[src/rtl/dds_sweep_ctrl.sv]
// dds_sweep_ctrl: frequency sweep sequencer for a DDS core.
//
// On an accepted start the sweep configuration is latched and the block steps the
// frequency word from f_start towards f_stop in f_step increments, holding each word
// for dwell+1 cycles. Modes: 0 single up-ramp, 1 continuous sawtooth, 2 triangle.
//
// Ports:
//   clk, rstn            clock (rising edge), synchronous active-low reset
//   start, abort         one-cycle sweep request (IDLE only), sweep termination
//   mode                 sweep mode, 3 is rejected
//   f_start/f_stop/f_step  sweep frequency words, unsigned
//   dwell                hold count, each word is held dwell+1 cycles
//   pword_in             phase offset latched at start
//   fword, pword         registered frequency/phase words to the DDS
//   busy                 high while a sweep runs
//   done, err, step_strobe  one-cycle status pulses
module dds_sweep_ctrl #(
    parameter int unsigned DEPTH_BITWIDTH = 8,
    parameter int unsigned DWELL_BITWIDTH = 16
) (
    input  logic                      clk,
    input  logic                      rstn,
    input  logic                      start,
    input  logic                      abort,
    input  logic [1:0]                mode,
    input  logic [DEPTH_BITWIDTH-1:0] f_start,
    input  logic [DEPTH_BITWIDTH-1:0] f_stop,
    input  logic [DEPTH_BITWIDTH-1:0] f_step,
    input  logic [DWELL_BITWIDTH-1:0] dwell,
    input  logic [DEPTH_BITWIDTH-1:0] pword_in,
    output logic [DEPTH_BITWIDTH-1:0] fword,
    output logic [DEPTH_BITWIDTH-1:0] pword,
    output logic                      busy,
    output logic                      done,
    output logic                      err,
    output logic                      step_strobe
);

    localparam logic [DWELL_BITWIDTH-1:0] CntOne = 1;

    typedef enum logic [1:0] {StIdle, StUp, StDown} state_e;

    state_e                    state_q, state_d;
    logic [DEPTH_BITWIDTH-1:0] fword_q, fword_d;
    logic [DEPTH_BITWIDTH-1:0] pword_q, pword_d;
    logic [DWELL_BITWIDTH-1:0] cnt_q, cnt_d;
    logic                      busy_q, busy_d;
    logic                      done_q, done_d;
    logic                      err_q, err_d;
    logic                      strobe_q, strobe_d;

    // Latched sweep configuration
    logic [1:0]                cfg_mode_q, cfg_mode_d;
    logic [DEPTH_BITWIDTH-1:0] cfg_fstart_q, cfg_fstart_d;
    logic [DEPTH_BITWIDTH-1:0] cfg_fstop_q, cfg_fstop_d;
    logic [DEPTH_BITWIDTH-1:0] cfg_fstep_q, cfg_fstep_d;
    logic [DWELL_BITWIDTH-1:0] cfg_dwell_q, cfg_dwell_d;

    // One extra bit so neither the upward sum nor the downward bound can wrap.
    logic [DEPTH_BITWIDTH:0]   up_sum;
    logic [DEPTH_BITWIDTH:0]   down_floor;
    logic [DEPTH_BITWIDTH-1:0] down_diff;
    logic                      up_ok;
    logic                      down_ok;
    logic                      start_ok;

    always_comb begin
        up_sum     = {1'b0, fword_q} + {1'b0, cfg_fstep_q};
        down_floor = {1'b0, cfg_fstart_q} + {1'b0, cfg_fstep_q};
        down_diff  = fword_q - cfg_fstep_q;
        up_ok      = (up_sum <= {1'b0, cfg_fstop_q});
        // fword - f_step >= f_start, rearranged to avoid a negative intermediate
        down_ok    = ({1'b0, fword_q} >= down_floor);
        start_ok   = (f_step != '0) && (f_stop >= f_start) && (mode != 2'd3);
    end

    always_comb begin
        state_d      = state_q;
        fword_d      = fword_q;
        pword_d      = pword_q;
        cnt_d        = cnt_q;
        busy_d       = busy_q;
        done_d       = 1'b0;
        err_d        = 1'b0;
        strobe_d     = 1'b0;
        cfg_mode_d   = cfg_mode_q;
        cfg_fstart_d = cfg_fstart_q;
        cfg_fstop_d  = cfg_fstop_q;
        cfg_fstep_d  = cfg_fstep_q;
        cfg_dwell_d  = cfg_dwell_q;

        if (abort) begin
            // Abort wins over a simultaneous start; pword keeps its value.
            state_d = StIdle;
            fword_d = '0;
            cnt_d   = '0;
            busy_d  = 1'b0;
        end else begin
            case (state_q)
                StIdle: begin
                    if (start) begin
                        if (start_ok) begin
                            cfg_mode_d   = mode;
                            cfg_fstart_d = f_start;
                            cfg_fstop_d  = f_stop;
                            cfg_fstep_d  = f_step;
                            cfg_dwell_d  = dwell;
                            state_d      = StUp;
                            fword_d      = f_start;
                            pword_d      = pword_in;
                            cnt_d        = dwell;
                            busy_d       = 1'b1;
                            strobe_d     = 1'b1;
                        end else begin
                            err_d = 1'b1;
                        end
                    end
                end
                StUp, StDown: begin
                    if (cnt_q != '0) begin
                        cnt_d = cnt_q - CntOne;
                    end else begin
                        cnt_d = cfg_dwell_q;
                        if (state_q == StUp) begin
                            if (up_ok) begin
                                fword_d  = up_sum[DEPTH_BITWIDTH-1:0];
                                strobe_d = 1'b1;
                            end else begin
                                case (cfg_mode_q)
                                    2'd0: begin
                                        state_d = StIdle;
                                        busy_d  = 1'b0;
                                        done_d  = 1'b1;
                                    end
                                    2'd1: begin
                                        fword_d  = cfg_fstart_q;
                                        strobe_d = 1'b1;
                                    end
                                    default: begin
                                        state_d  = StDown;
                                        fword_d  = down_ok ? down_diff : cfg_fstart_q;
                                        strobe_d = 1'b1;
                                    end
                                endcase
                            end
                        end else begin
                            strobe_d = 1'b1;
                            if (down_ok) begin
                                fword_d = down_diff;
                            end else begin
                                state_d = StUp;
                                fword_d = up_ok ? up_sum[DEPTH_BITWIDTH-1:0] : cfg_fstop_q;
                            end
                        end
                    end
                end
                default: begin
                    state_d = StIdle;
                end
            endcase
        end
    end

    always_ff @(posedge clk) begin
        if (!rstn) begin
            state_q      <= StIdle;
            fword_q      <= '0;
            pword_q      <= '0;
            cnt_q        <= '0;
            busy_q       <= 1'b0;
            done_q       <= 1'b0;
            err_q        <= 1'b0;
            strobe_q     <= 1'b0;
            cfg_mode_q   <= '0;
            cfg_fstart_q <= '0;
            cfg_fstop_q  <= '0;
            cfg_fstep_q  <= '0;
            cfg_dwell_q  <= '0;
        end else begin
            state_q      <= state_d;
            fword_q      <= fword_d;
            pword_q      <= pword_d;
            cnt_q        <= cnt_d;
            busy_q       <= busy_d;
            done_q       <= done_d;
            err_q        <= err_d;
            strobe_q     <= strobe_d;
            cfg_mode_q   <= cfg_mode_d;
            cfg_fstart_q <= cfg_fstart_d;
            cfg_fstop_q  <= cfg_fstop_d;
            cfg_fstep_q  <= cfg_fstep_d;
            cfg_dwell_q  <= cfg_dwell_d;
        end
    end

    assign fword       = fword_q;
    assign pword       = pword_q;
    assign busy        = busy_q;
    assign done        = done_q;
    assign err         = err_q;
    assign step_strobe = strobe_q;

endmodule

[config.mk]
export PLATFORM = sky130hd
export DESIGN_NAME = dds_sweep_ctrl
export DESIGN_NICKNAME = d
export VERILOG_FILES = /design/src/rtl/dds_sweep_ctrl.sv
export SDC_FILE = /design/constraint.sdc
export NUM_CORES = 1
export LEC_CHECK = 0
export CORE_ASPECT_RATIO = 0.5
export CORE_MARGIN = 5
export CORE_UTILIZATION = 44
export CTS_CLUSTER_DIAMETER = 100
export DETAILED_ROUTE_END_ITERATION = 8
export GPL_TIMING_DRIVEN = 0
export PLACE_DENSITY = 0.72
export SETUP_SLACK_MARGIN = 0.15
export SLEW_MARGIN = 5
export SYNTH_ARGS = -nofsm -noshare
export SYNTH_HDL_FRONTEND = slang
export SYNTH_SLANG_ARGS = --single-unit
[constraint.sdc]
create_clock -name clk -period 6.7 [get_ports clk]
set_input_delay 1.34 -clock clk [delete_from_list [all_inputs] [get_ports clk]]
set_output_delay 1.34 -clock clk [all_outputs]
set_load 0.1 [all_outputs]
* After elaboration in Yosys (flattened, before gate mapping)
Cells that the tools add are included.
** Cells by class
- Bitwise logic cells :: 6
- Mux-type cells :: 38
- Equal/unequal tests :: 14
- Reduce and logical (&&, ||, !) cells :: 16
- Order comparisons :: 3
- Multiply operators :: 0
- Shift-type cells :: 0
- Add/subtract/negate cells :: 4
- Div/mod/pow operators :: 0
** Operators by type and width (count)
- 2-to-1 mux 8 bit :: 8
- 2-to-1 mux 16 bit :: 3
- one-hot mux 16 bit (2 select lines) :: 1
- one-hot mux 8 bit (2 select lines) :: 2
- adder 8 x 8 -> 9 bit :: 2
- nonzero test 16 bit :: 1
- subtractor 16 x 1 -> 16 bit, second input constant :: 1
- 2-to-1 mux 1 bit :: 14
- 2-to-1 mux 2 bit :: 6
- != test 2 bit, second input constant :: 6
- >= comparator 8 x 9 -> 1 bit :: 1
- less-or-equal comparator 9 x 8 -> 1 bit :: 1
- != test 3 bit, second input constant :: 3
- >= comparator 8 bit :: 1
- one-hot mux 2 bit (2 select lines) :: 2
- nonzero test 8 bit :: 1
- subtractor 8 bit :: 1
- AND reduction 7 bit :: 1
- inverter 1 bit :: 6
- AND reduction 6 bit :: 1
- OR reduction 6 bit :: 1
- AND reduction 5 bit :: 1
- equality test 2 x 1 -> 1 bit, second input constant :: 2
- zero test 2 bit :: 2
- 10 further kinds :: 13
** Word-level totals
- Memory bits (writable) :: 0
- Memory bits (read-only) :: 0
- Memories :: 0
- Output and inout port bits :: 20
- Register bits after elaboration :: 80
- Bits in latches :: 0

* Logic depth before layout (Yosys ltp)
- Depth after elaboration :: 8
- Mapped depth :: 17

* Least setup slack after synthesis
No wires, ideal clock.
- Kind :: reg2reg
- From :: reg fword_q[1] (netlist: fword[1])
- To :: reg fword_q[5] (netlist: fword[5])
- Data required time :: 6.584 ns
- Slack :: 2.303 ns
- Arrival :: 4.282 ns
- Cell stages (with the launch flop) :: 16
- Library setup time :: 0.116 ns
- Path buffers :: 1
- Cells stage by stage :: dfxtp_1 -> inv_1 -> fa_1 -> nor3_2 -> o31ai_1 -> nand2_1 -> xnor2_1 -> inv_1 -> ha_1 -> a211oi_1 -> o211ai_1 -> o32ai_1 -> nand2_1 -> buf_2 -> o221a_1 -> a31o_1
** On the way
- Word-level cells in the longest chain between the ends :: 7
- Elaborated cells on any way between the ends :: 14
- Classes of those cells :: add/sub: 2; order compare: 2; eq/ne: 1; mux: 8; reduce/logical: 1
** RTL lines
- start, declared :: line 44 : logic [DEPTH_BITWIDTH-1:0] fword_q, fword_d;
- start signal, assigned :: line 181 : fword_q <= fword_d;
- adder 8 x 8 -> 9 bit (tied with other cells) :: line 68 : up_sum = {1'b0, fword_q} + {1'b0, cfg_fstep_q};
- less-or-equal comparator 9 x 8 -> 1 bit / 2-to-1 mux 8 bit (equally long branches) :: line 71, 141
- 2-to-1 mux 8 bit / one-hot mux 8 bit (2 select lines) (equally long branches) :: line 152, 129
- 2-to-1 mux 8 bit, on equally long branches :: line 148, 125
- 2-to-1 mux 8 bit :: line 124 : if (state_q == StUp) begin
- 2-to-1 mux 8 bit :: line 120 : if (cnt_q != '0) begin
- one-hot mux 8 bit (2 select lines) :: line 99 : case (state_q)
Parallel ways exist; a longest one is shown, timed or not. The select of a mux whose other input is x is not followed.
A chain may end at the register's enable or synchronous reset.

* Final worst setup path
- From :: reg cfg_fstep_q[3]
- To :: reg fword_q[4] (netlist: fword[4])
** On the way
- Word-level cells in the longest chain between the ends :: 8
- Elaborated cells on any way between the ends :: 15
- Classes of those cells :: add/sub: 3; order compare: 2; eq/ne: 1; mux: 8; reduce/logical: 1
** RTL lines
- start, declared :: line 56 : logic [DEPTH_BITWIDTH-1:0] cfg_fstep_q, cfg_fstep_d;
- start signal, assigned :: line 191 : cfg_fstep_q <= cfg_fstep_d;
- adder 8 x 8 -> 9 bit :: line 69 : down_floor = {1'b0, cfg_fstart_q} + {1'b0, cfg_fstep_q};
- >= comparator 8 x 9 -> 1 bit :: line 73 : down_ok = ({1'b0, fword_q} >= down_floor);
- 2-to-1 mux 8 bit :: line 141 : fword_d = down_ok ? down_diff : cfg_fstart_q;
- one-hot mux 8 bit (2 select lines) :: line 129 : case (cfg_mode_q)
- 2-to-1 mux 8 bit :: line 125 : if (up_ok) begin
- 2-to-1 mux 8 bit :: line 124
- 2-to-1 mux 8 bit :: line 120
- one-hot mux 8 bit (2 select lines) :: line 99
Parallel ways exist; a longest one is shown, timed or not. The select of a mux whose other input is x is not followed.

==> results.yml <==
setup_path:
  worstPathArrival_ns: 5.03
  endpoint_kind: "flop"
  worstSetupPathType: "flop to flop"
  critical_path_required_ns: 6.95
  path_cells: "inv_1 > ha_1 > buf_2 > nor3_2 > o31ai_1 > nand2_1 > xnor2_1 > inv_1 > ha_1 > a211oi_1 > o211ai_1 > o32ai_1 > nand2_1 > buf_2 > a21oi_1 > a21oi_1 > o31ai_1"
  path_buf_inv: 4
  slowest_delay_ns: 0.62
  cp_max_fo: 10
  slowest_stage: "o32ai_1"
  start_kind: "flop"
  cp_top_family: "compound AO/OA/AOI/OAI gates"
flow_run:
  max-cap-violations: 0
cts:
  clock_sinks: 80
  post_cts_resized: 0
  ctsHoldBuffers: 0
  cts.clk_slew.worst_paths_ns: 0.06
  cts_tree: "yes"
  cts_root_buffer: "clkbuf_16"
  insertion_delay_ns: 0.34
  clk_path_buf_depth: 2
  numCtsBuffers: 9
  htreeDepth: 3
  postCtsSetupBuffers: 0
sta:
  holdWs_ns: 0.4563
  finClkSkew_ns: 0.006576
  post-route-min-period_ns: 4.779
  hold_violations: 0
  slew_viol_final: 0
  worstMarginPinSlew_ns: 1.010
  finalSetupViolations: 0
  post-route-period-util_pct: 71.32
  slew_headroom_pct: 32.43
  fmax_mhz: 209.3
  setup_slack_ns: 1.921
  tns_ns: 0
  rsz0062_at_grt: "false"
detailed_routing:
  via_count: 5879
  antenna_left: 0
  drtIter0Drc: 557
  wl_per_cell_microns: 18.00
  drc: 0
  viasPerCell: 5.838
  firstDrtPassIters: 5
  wirelength_mm: 18.13
grt:
  grt_pass1_wl_mm: 29.68
  grt_util_met1_pct: 31.89
  grtUsageMet2_pct: 37.69
  grt_max_degree: 14
  grt_overflow: 0
  grt_use_met3_pct: 3.657
  grt_pass1_vias: 5599
  antenna_found_initial: 0
  busiest_layer: "met2"
  track_usage_pct: 22.87
synthesis:
  yosys.area_share.simple_pct: 22.19
  async_reset_ff_share_pct: 0
  ys_types: 69
  synthAdderAreaFrac_pct: 12.76
  synth_top_family_by_area: "compound AO/OA/AOI/OAI gates"
  synth_edf_count: 0
  yosysWarnings: 0
  yosysSeqAreaShare_pct: 27.32
  netlist_area_sq_mm: 0.005863
  syn_inst: 748
  synth-compound-area-share_pct: 26.97
  synth-xor-area-share_pct: 2.689
  synth_nets: 860
  ys.flop_type: "dfxtp_1"
  synth.area.mux_share_pct: 2.646
  avgSynthCellArea_sq_um: 7.838
  ys_ff_latch: 80
floorplanning:
  fp.dieW_microns: 173.3
  io_pins: 74
  rows: 29
  chipHeight_microns: 91.63
  core_region_area_sq_mm: 0.01284
  die_area_sq_mm: 0.01587
  initial_core_util_pct: 45.65
power:
  leakagePower_uw: 0.002658
  p_per_area_mw_per_mm2: 210.2
  ir_drop_mv: 0.1529
final_layout:
  antennaDiodeCount: 0
  final_nets: 944
  area_delta_synth_final_pct: 21.17
  drive_above_1_share_pct: 4.540
min_path:
  hold_path.class: "flop to flop"
placed_design:
  portBuffers: 73
  gp_congestion: 0.9765
  place_ws_ns: 2.102
  dp_hpwl_mm: 14.21
status:
  status: "complete, no violations"
-- sequential cells by signal (all words and copies together), names as in the netlist --
signal	flops
busy	1
cfg_dwell_q	16
cfg_fstart_q	8
cfg_fstep_q	8
cfg_fstop_q	8
cfg_mode_q	2
cnt_q	16
done	1
err	1
fword	8
pword	8
state_q	2
step_strobe	1
-- path summary, 6_finish.rpt --
check / startpoint / to / slack [ns] / cells past startpoint
worst min-delay path: pword[7] / pword[7] / 0.46 / 2
worst max-delay path: cfg_fstep_q[3] / fword[4] / 1.92 / 17
worst max register to register: cfg_fstep_q[3] / fword[4] / 1.92 / 17
worst min register to register: pword[7] / pword[7] / 0.46 / 2
-- cell families after synthesis --
family | after synthesis
flops | 80
compound gates | 225
simple gates | 270
buf+inv | 82
fa+ha+maj | 58
mux | 15
xor+xnor | 18
-- layer usage --
metal,vias to the layer above,share of wire [%]
li1,2850,-
met1,2786,45
met2,217,45
met3,26,7.7
met4,0,1.5
met5,-,0
-- cells in the final DEF, fill, tap and decap left out, types with 11 or more instances in the layout --
cell	count
o21ai_0	22
xnor2_1	14
clkdlybuf4s50_1	73
nand2b_1	11
nand2_1	118
a21boi_0	36
ha_1	55
a21oi_1	47
a21o_1	12
nor3_1	22
nand3_1	15
nor2_1	48
inv_1	46
a211oi_1	23
mux2i_1	11
clkbuf_1	32
dfxtp_1	80
o211ai_1	12
nor2b_1	15
-- cell type report --
cell class / count / area, sq um
Fill cell: 1276 / 5741
Multi-Input combinational cell: 586 / 3944
Sequential cell: 80 / 1602
Timing Repair Buffer: 73 / 730.7
Clock buffer: 12 / 246.5
Tap cell: 170 / 212.7
Inverter: 46 / 172.7
Buffer: 36 / 145.1
Clock inverter: 4 / 51.30
-- cells in the mapped netlist (all sizes together), types with 3 or more instances --
library cell  number  area (sq um)
o221ai             4         35.03
nor4              10         83.83
inv               46         172.7
o311ai             5         43.80
a311oi             3         26.28
ha                55         688.2
a21o              12         90.09
o211ai            12         90.09
mux2i             11         110.1
o21bai             3         22.52
o21a               5         37.54
nor3              24         130.1
xnor2             14         122.6
a31oi              9         56.30
nand3             15         75.07
a211oi            26         210.2
nand2b            11         68.82
nor2              48         180.2
or4                3         22.52
dfxtp             80          1602
nor2b             15         93.84
xor2               4         35.03
o31a               3         26.28
fa                 3         60.06
o41ai              3         33.79
buf                6         32.53
o21ai             28         140.1
o31ai              6         45.04
a21boi            41         307.8
a21oi             48         244.0
nand3b             3         22.52
or3                6         37.54
nand2            119         454.2
mux2               4         45.04
clkbuf            30         112.6
and3               4         25.02
nand4              4         40.04
-- stage by stage --
stage | instances | area (sq um) | util [%] | power, uW
after floorplan | 748 | 5863 | - | 834.8
after global placement | 991 | 6807 | 52.99 | 983.1
after detailed placement | 991 | 6807 | 52.99 | 984.7
after CTS | 1007 | 7104 | 55.31 | 1485
after global routing | 1007 | 7104 | 55.31 | 1562
final | 1007 | 7104 | 55.31 | 1493
-- power by group --
part,internal [uW],switching (uW)
sequential,491,17.4
clock,300,203
combinational,171,312
total,962,532
-- worst min-delay path: stages, from the launching register on --
cell and delay, ns:
dfxtp_1 0.31, nand2_1 0.05, a21boi_1 0.05
No activity file was read; power rests on OpenSTA's default activity.
